[src/rtl/bvinv_pkg.sv]
// Shared types and the closed-form invertibility condition for the
// unsigned-multiply / ugt inverse-search family.
package bvinv_pkg;

  localparam int W_DEF = 4;

  typedef enum logic [1:0] {
    IDLE   = 2'd0,
    SEARCH = 2'd1,
    DONE   = 2'd2
  } state_e;

  // x*s >u t is solvable iff t <u ((-s) | s), all in W-bit arithmetic
  function automatic logic bvinv_ic_ugt_mul(input logic [W_DEF-1:0] s,
                                            input logic [W_DEF-1:0] t);
    logic [W_DEF-1:0] m;
    m = (-s) | s;
    return t < m;
  endfunction

endpackage

[src/rtl/bvmul_ugt_inv_search_if.sv]
// Query/response bundle for the inverse-search solver; slave = solver side.
interface bvmul_ugt_inv_search_if #(parameter int W = 4) ();

  logic         req_valid_i;
  logic         req_ready_o;
  logic [W-1:0] s_i;
  logic [W-1:0] t_i;
  logic         rsp_valid_o;
  logic         rsp_ready_i;
  logic         found_o;
  logic [W-1:0] x_o;
  logic         ic_o;
  logic         ic_mismatch_o;
  logic [W:0]   sol_count_o;

  modport slave (
    input  req_valid_i, s_i, t_i, rsp_ready_i,
    output req_ready_o, rsp_valid_o, found_o, x_o, ic_o, ic_mismatch_o, sol_count_o
  );

  modport master (
    output req_valid_i, s_i, t_i, rsp_ready_i,
    input  req_ready_o, rsp_valid_o, found_o, x_o, ic_o, ic_mismatch_o, sol_count_o
  );

endinterface

[src/rtl/bvmul_ugt_eval.sv]
// Single-candidate evaluator: hit = (x*s mod 2^W) >u t. Purely combinational.
module bvmul_ugt_eval #(
  parameter int W = bvinv_pkg::W_DEF
) (
  input  logic [W-1:0] x_i,
  input  logic [W-1:0] s_i,
  input  logic [W-1:0] t_i,
  output logic         hit_o
);

  logic [W-1:0] prod;

  assign prod  = x_i * s_i;  // truncation to W bits is the modular product
  assign hit_o = prod > t_i;

endmodule

[src/rtl/bvmul_ugt_inv_search.sv]
// Sequential sweep solver for x*s >u t with IC cross-check.
// BVINV_SOL_COUNT_EN: full sweep every query and count all solutions.
module bvmul_ugt_inv_search
  import bvinv_pkg::*;
#(
  parameter int W = W_DEF
) (
  input  logic                 clk,
  input  logic                 rst,
  bvmul_ugt_inv_search_if.slave bus
);

  state_e       state_q;
  logic [W-1:0] s_q, t_q, x_cnt_q, x_q;
  logic         found_q, req_ready_q, rsp_valid_q, ic_q, ic_mism_q;

  logic         hit, found_d, last, search_end, ic_d;
  logic [W-1:0] x_cnt_d;

  bvmul_ugt_eval #(.W(W)) u_eval (
    .x_i   (x_cnt_q),
    .s_i   (s_q),
    .t_i   (t_q),
    .hit_o (hit)
  );

  assign found_d = found_q | hit;
  assign last    = (x_cnt_q == {W{1'b1}});
  assign x_cnt_d = x_cnt_q + W'(1);
  assign ic_d    = bvinv_ic_ugt_mul(s_q, t_q);

`ifdef BVINV_SOL_COUNT_EN
  logic [W:0] cnt_q;

  assign search_end = last;

  always_ff @(posedge clk or posedge rst) begin
    if (rst)                                       cnt_q <= '0;
    else if (state_q == IDLE && bus.req_valid_i)   cnt_q <= '0;
    else if (state_q == SEARCH && hit)             cnt_q <= cnt_q + (W+1)'(1);
  end

  assign bus.sol_count_o = cnt_q;
`else
  assign search_end      = hit | last;
  assign bus.sol_count_o = '0;
`endif

  always_ff @(posedge clk or posedge rst) begin
    if (rst) begin
      state_q     <= IDLE;
      s_q         <= '0;
      t_q         <= '0;
      x_cnt_q     <= '0;
      x_q         <= '0;
      found_q     <= 1'b0;
      req_ready_q <= 1'b1;
      rsp_valid_q <= 1'b0;
      ic_q        <= 1'b0;
      ic_mism_q   <= 1'b0;
    end else begin
      case (state_q)
        IDLE: if (bus.req_valid_i && req_ready_q) begin
          s_q         <= bus.s_i;
          t_q         <= bus.t_i;
          x_cnt_q     <= '0;
          x_q         <= '0;
          found_q     <= 1'b0;
          req_ready_q <= 1'b0;
          state_q     <= SEARCH;
        end
        SEARCH: begin
          if (hit && !found_q) begin
            x_q     <= x_cnt_q;
            found_q <= 1'b1;
          end
          // terminal check wins over increment so the counter never wraps
          if (search_end) begin
            ic_q        <= ic_d;
            ic_mism_q   <= ic_d ^ found_d;
            rsp_valid_q <= 1'b1;
            state_q     <= DONE;
          end else begin
            x_cnt_q <= x_cnt_d;
          end
        end
        DONE: if (bus.rsp_ready_i) begin
          rsp_valid_q <= 1'b0;
          req_ready_q <= 1'b1;
          state_q     <= IDLE;
        end
        default: state_q <= IDLE;
      endcase
    end
  end

  assign bus.req_ready_o   = req_ready_q;
  assign bus.rsp_valid_o   = rsp_valid_q;
  assign bus.found_o       = found_q;
  assign bus.x_o           = x_q;
  assign bus.ic_o          = ic_q;
  assign bus.ic_mismatch_o = ic_mism_q;

endmodule

[src/flat_wrapper.sv]
// flat-port wrapper written by rule: the top's interface ports become plain ports
module bvmul_ugt_inv_search_flat import bvinv_pkg::*;
#(
  parameter int W = W_DEF
)
  (clk, rst, bus_req_valid_i, bus_s_i, bus_t_i, bus_rsp_ready_i, bus_req_ready_o, bus_rsp_valid_o, bus_found_o, bus_x_o, bus_ic_o, bus_ic_mismatch_o, bus_sol_count_o);
  bvmul_ugt_inv_search_if #(.W(W)) bus_i ();
  input  logic clk;
  input  logic rst;
  input wire logic [$bits(bus_i.req_valid_i)-1:0] bus_req_valid_i;
  input wire logic [$bits(bus_i.s_i)-1:0] bus_s_i;
  input wire logic [$bits(bus_i.t_i)-1:0] bus_t_i;
  input wire logic [$bits(bus_i.rsp_ready_i)-1:0] bus_rsp_ready_i;
  output wire logic [$bits(bus_i.req_ready_o)-1:0] bus_req_ready_o;
  output wire logic [$bits(bus_i.rsp_valid_o)-1:0] bus_rsp_valid_o;
  output wire logic [$bits(bus_i.found_o)-1:0] bus_found_o;
  output wire logic [$bits(bus_i.x_o)-1:0] bus_x_o;
  output wire logic [$bits(bus_i.ic_o)-1:0] bus_ic_o;
  output wire logic [$bits(bus_i.ic_mismatch_o)-1:0] bus_ic_mismatch_o;
  output wire logic [$bits(bus_i.sol_count_o)-1:0] bus_sol_count_o;
  assign bus_i.req_valid_i = bus_req_valid_i;
  assign bus_i.s_i = bus_s_i;
  assign bus_i.t_i = bus_t_i;
  assign bus_i.rsp_ready_i = bus_rsp_ready_i;
  assign bus_req_ready_o = bus_i.req_ready_o;
  assign bus_rsp_valid_o = bus_i.rsp_valid_o;
  assign bus_found_o = bus_i.found_o;
  assign bus_x_o = bus_i.x_o;
  assign bus_ic_o = bus_i.ic_o;
  assign bus_ic_mismatch_o = bus_i.ic_mismatch_o;
  assign bus_sol_count_o = bus_i.sol_count_o;
  bvmul_ugt_inv_search #(.W(W)) u_core (.clk(clk), .rst(rst), .bus(bus_i));
endmodule
[config.mk]
export PLATFORM = sky130hd
export DESIGN_NAME = bvmul_ugt_inv_search_flat
export DESIGN_NICKNAME = d
export VERILOG_FILES = /design/src/rtl/bvinv_pkg.sv /design/src/rtl/bvmul_ugt_inv_search_if.sv /design/src/rtl/bvmul_ugt_eval.sv /design/src/rtl/bvmul_ugt_inv_search.sv /design/src/flat_wrapper.sv
export SDC_FILE = /design/constraint.sdc
export NUM_CORES = 1
export LEC_CHECK = 0
export ABC_AREA = 0
export BUFFER_PORTS_ARGS = -buffer_cell sky130_fd_sc_hd__buf_2
export CELL_PAD_IN_SITES_DETAIL_PLACEMENT = 1
export CELL_PAD_IN_SITES_GLOBAL_PLACEMENT = 2
export CORE_ASPECT_RATIO = 0.6
export CORE_UTILIZATION = 36
export CTS_CLUSTER_SIZE = 40
export DETAILED_ROUTE_END_ITERATION = 16
export GPL_TIMING_DRIVEN = 0
export PLACE_DENSITY = 0.91
export SLEW_MARGIN = 20
export SYNTH_ARGS = -nofsm -noshare
export SYNTH_HDL_FRONTEND = slang
export SYNTH_SLANG_ARGS = --single-unit
[constraint.sdc]
create_clock -name clk -period 7.4 [get_ports clk]
set_input_delay 0.74 -clock clk [delete_from_list [all_inputs] [get_ports clk]]
set_output_delay 0.74 -clock clk [all_outputs]
set_load 0.02 [all_outputs]
==> run_results.csv <==
group,metric,value,unit
worst_setup_path,path_cells,"and2_1, ha_1, ha_1, ha_1, xnor2_1, xnor2_1, xnor2_1, ha_1, a21o_1, nand2b_1, o21a_1, nor3_1, o32ai_1",
yosys,synth.cell_area,1390,sq um
timing,report.final.slew_viol_count,0,
drt,via_count,1103,
clocking,cts.repair.resized,0,
worst_setup_path,regToRegSetupSlack,3.80,ns
worst_setup_path,cp_num_buf_inv,0,
place,buffer_ports.inserted,20,
place,place_congestion,0.8092,
yosys,synth.cells.most_frequent,"dfrtp_1 (22), nand2_1 (17), ha_1 (12), o21ai_0 (10), inv_1 (9)",
drt,drt_pre_antenna_iters,4,
yosys,yosysMostFrequentCell,"dfrtp_1",
yosys,syn-instance-count,140,
yosys,yosysSeqAreaShare,41.49,%
run_status,status,"complete, no violations",
clocking,tritoncts_clock_tree,"done",
drt,drc,0,
floorplanning,die-height,50.14,um
worst_setup_path,path_max_fanout,9,
timing,period_minus_slack,3.601,ns
power_and_ir_drop,power_report.internal_total,0.4052,mW
timing,skew,0.002980,ns
finish,post_layout_nonfiller_instances,215,
grt,antenna_found_initial,0,
worst_setup_path,critical-path-top-delay-family,"adder cells",
yosys,synthesis.yosys.warnings,0,
yosys,post-synth-top-area-fraction,39.60,%
hold_path,hp-class,"reg -> reg",
worst_setup_path,path_common_cell,"ha_1",
power_and_ir_drop,clkPwrFrac,11.3,%
grt,largest_net_degree_at_the_start_of_global_routing,24,
drt,top_layer_used,"met4",
drt,met2RoutedLength,1504,um
grt,grt.overflow.total,0,
drt,wl_per_cell,15.04,um
power_and_ir_drop,pwr-share-comb,56.6,%
yosys,synth.area.top_cells,"dfrtp_1 (40%), ha_1 (11%), mux2_2 (6.5%)",
worst_setup_path,crit_type,"reg -> reg",
yosys,yosys.area_share.adder,10.80,%
yosys,synth_area_in_compound_gates,12.69,%
worst_setup_path,worst_r2r_path_depth,13,
grt,global_route_wire_length_before_repair,5658,um
yosys,synth_area_leader_cell,"dfrtp_1",
drt,route.detailed.vias_per_inst,5.130,
worst_setup_path,crit_required,7.54,ns
timing,tightestPinTransition,0.9091,ns
yosys,synthFlopType,"dfrtp_1",
timing,tns,0,ns
floorplanning,std_cell_rows,17,
clocking,clkSlewWorstSetupHoldPaths,0.09,ns
worst_setup_path,cpPeakStageDelay,0.50,ns
power_and_ir_drop,power.density,455.9,nW/um^2
clocking,hold_buffers,0,
run,cap_violations,0,
power_and_ir_drop,power_switching,0.3283,mW
worst_setup_path,arrival,3.74,ns
timing,max-slew-margin-rel,39.33,%
power_and_ir_drop,net_sw_share,44.75,%
drt,routed-wl-met3,120,um
timing,rsz0062_at_grt,"false",
clocking,tritoncts_num_sinks,23,
yosys,synth_top_family_by_area,"simple AND/OR/NAND/NOR gates",
yosys,yosys.area_share.simple,18.00,%
worst_setup_path,startpoint_type,"flip-flop",
power_and_ir_drop,vdd_ir_drop_max,0.1447,mV
drt,wl_met1,1582,um
yosys,synthDistinctLibCells,37,
hold_path,hold_path_startpoint,"u_core.bus.ic_mismatch_o$_DFFE_PP0P_",
floorplanning,core,3680,sq um
finish,layout_stage_area_growth_over_the_synthesis_result,15.75,%
worst_setup_path,critical_path.slowest_cell,"dfrtp_1",
grt,first_global_vias,1158,
floorplanning,initial_core_util,37.78,%
clocking,root_buffer,"clkbuf_8",
clocking,cts_buffer_depth,2,
hold_path,hold-path-cell-count,2,
grt,groute.usage.overall,18.45,%
yosys,yosys-mux-area-fraction,7.201,%
clocking,post-cts-setup-buffers,0,
clocking,clk_latency,0.27,ns
yosys,synthesis.area_per_instance,9.929,sq um
power_and_ir_drop,share_seq_of_total_power,32.1,%
finish,num-fill-cells,442,
floorplanning,horizontal_die_dimension,82.22,um
yosys,synthArstFlopShare,100.0,%
place,dp.cells,211,
timing,min_period_over_period,48.67,%
yosys,yosys.area_share.xor_xnor,3.780,%
timing,hold_violations,0,
finish,insertedDiodeCount,0,
timing,max_clock_freq,277.7,MHz
drt,drtAntennaViolNets,0,
power_and_ir_drop,cellLeakagePower,0.8086,nW
worst_setup_path,worst_r2r_startpoint,"u_core.x_cnt_q[0]$_DFFE_PP0P_",
clocking,cts_inserted_buffers,3,
drt,routed_wl,3234,um
floorplanning,ios,26,
yosys,number_of_enable_flip_flop_cells_after_synthesis,0,
worst_setup_path,worstReg2RegEnd,"u_core.x_cnt_q[1]$_DFFE_PP0P_",
finish,layout-drive-gt1-share,25.60,%
hold_path,whs_endpoint,"u_core.bus.ic_mismatch_o$_DFFE_PP0P_",
yosys,synth.ff_latch_count,23,
place,post-dp-hpwl,2473,um
drt,detailedRoute.firstIterationViolations,59,
timing,count_of_final_setup_violators,0,
worst_setup_path,endpoint_class_of_the_critical_path,"flip-flop",
floorplanning,overall_die_area,4122,sq um
clocking,cts.htree.levels,1,
finish,layout.nets,193,
## placed cells by master (no fill, tap or decap), drive strengths merged, types with 6 or more instances in the layout
master | Yosys | routed
ha | 12 | 12
inv | 9 | 9
nand2 | 17 | 17
dfrtp | 22 | 22
a21oi | 7 | 7
buf | 6 | 26
mux2 | 8 | 8
xnor2 | 6 | 6
o21ai | 11 | 11
## area by class of cell
class	count	area [sq um]	share of cell area, %
Buffer	7	46.29	2.877
Clock buffer	4	45.04	2.799
Inverter	9	33.78	2.100
Multi-Input combinational cell	105	748.2	46.50
Sequential cell	23	576.8	35.85
Tap cell	47	58.81	3.655
Timing Repair Buffer	20	100.1	6.221
## how the worst max path moves through the flow
stage / from / endpoint / slack [ns] / cells after the start
6_report: u_core.x_cnt_q[0]$_DFFE_PP0P_ / u_core.x_cnt_q[1]$_DFFE_PP0P_ / 3.80 / 13
5_1_grt: u_core.x_cnt_q[0]$_DFFE_PP0P_ / u_core.x_cnt_q[1]$_DFFE_PP0P_ / 3.49 / 13
4_1_cts: u_core.x_cnt_q[0]$_DFFE_PP0P_ / u_core.x_cnt_q[1]$_DFFE_PP0P_ / 3.80 / 13
3_5_place_dp: u_core.x_cnt_q[0]$_DFFE_PP0P_ / u_core.x_cnt_q[1]$_DFFE_PP0P_ / 3.88 / 13
3_3_place_gp: u_core.x_cnt_q[0]$_DFFE_PP0P_ / u_core.x_cnt_q[1]$_DFFE_PP0P_ / 3.98 / 13
2_1_floorplan: u_core.x_cnt_q[0]$_DFFE_PP0P_ / u_core.x_cnt_q[3]$_DFFE_PP0P_ / 4.29 / 13
## metrics by stage
stage               area [sq um]  utilization, %  power [mW]  worst slack, ns  hold WS [ns]
floorplan                   1405               -      0.5304            4.289        0.5012
global placement            1564           42.50      0.6162            3.981        0.4621
detailed placement          1564           42.50      0.6472            3.883        0.4756
CTS                         1609           43.73      0.7374            3.804        0.4966
global route                1609           43.73      0.7983            3.489        0.5353
finish                      1609           43.73      0.7335            3.799        0.4892
## cell families after synthesis
| family | Yosys count |
|---|---|
| AO/OA/AOI/OAI | 27 |
| XOR/XNOR | 6 |
| adder cells (fa/ha/maj) | 12 |
| buffers and inverters | 16 |
| flip-flops | 23 |
| multiplexers | 9 |
| other | 1 |
| AND/OR/NAND/NOR | 46 |
## state kept, by name (all words and copies together) (netlist names)
signal / flops
u_core.bus.ic_mismatch_o: 1
u_core.bus.ic_o: 1
u_core.bus.found_o: 1
u_core.state_q: 2
u_core.t_q: 4
u_core.x_cnt_q: 4
u_core.s_q: 4
u_core.bus.rsp_valid_o: 1
u_core.bus.req_ready_o: 1
u_core.bus.x_o: 4
## power groups by stage
stage	combinational (mW)	sequential [mW]	clock, mW
floorplan	0.285	0.245	0
global placement	0.384	0.232	0
detailed placement	0.412	0.236	0
CTS	0.417	0.233	0.0871
global route	0.467	0.242	0.0890
finish	0.415	0.236	0.0829
## per-layer routing
layer,up-vias,track usage [%]
met2,23,29.61
met4,0,3.801
li1,531,-
met1,547,25.91
met3,2,3.273
met5,-,0
## tightest hold or removal path: cells and delay by family, from the launching register on
family	cells	cell delay [ns]
flip-flops	1	0.35
AND/OR/NAND/NOR	2	0.11
No activity file was read; power rests on OpenSTA's default activity.
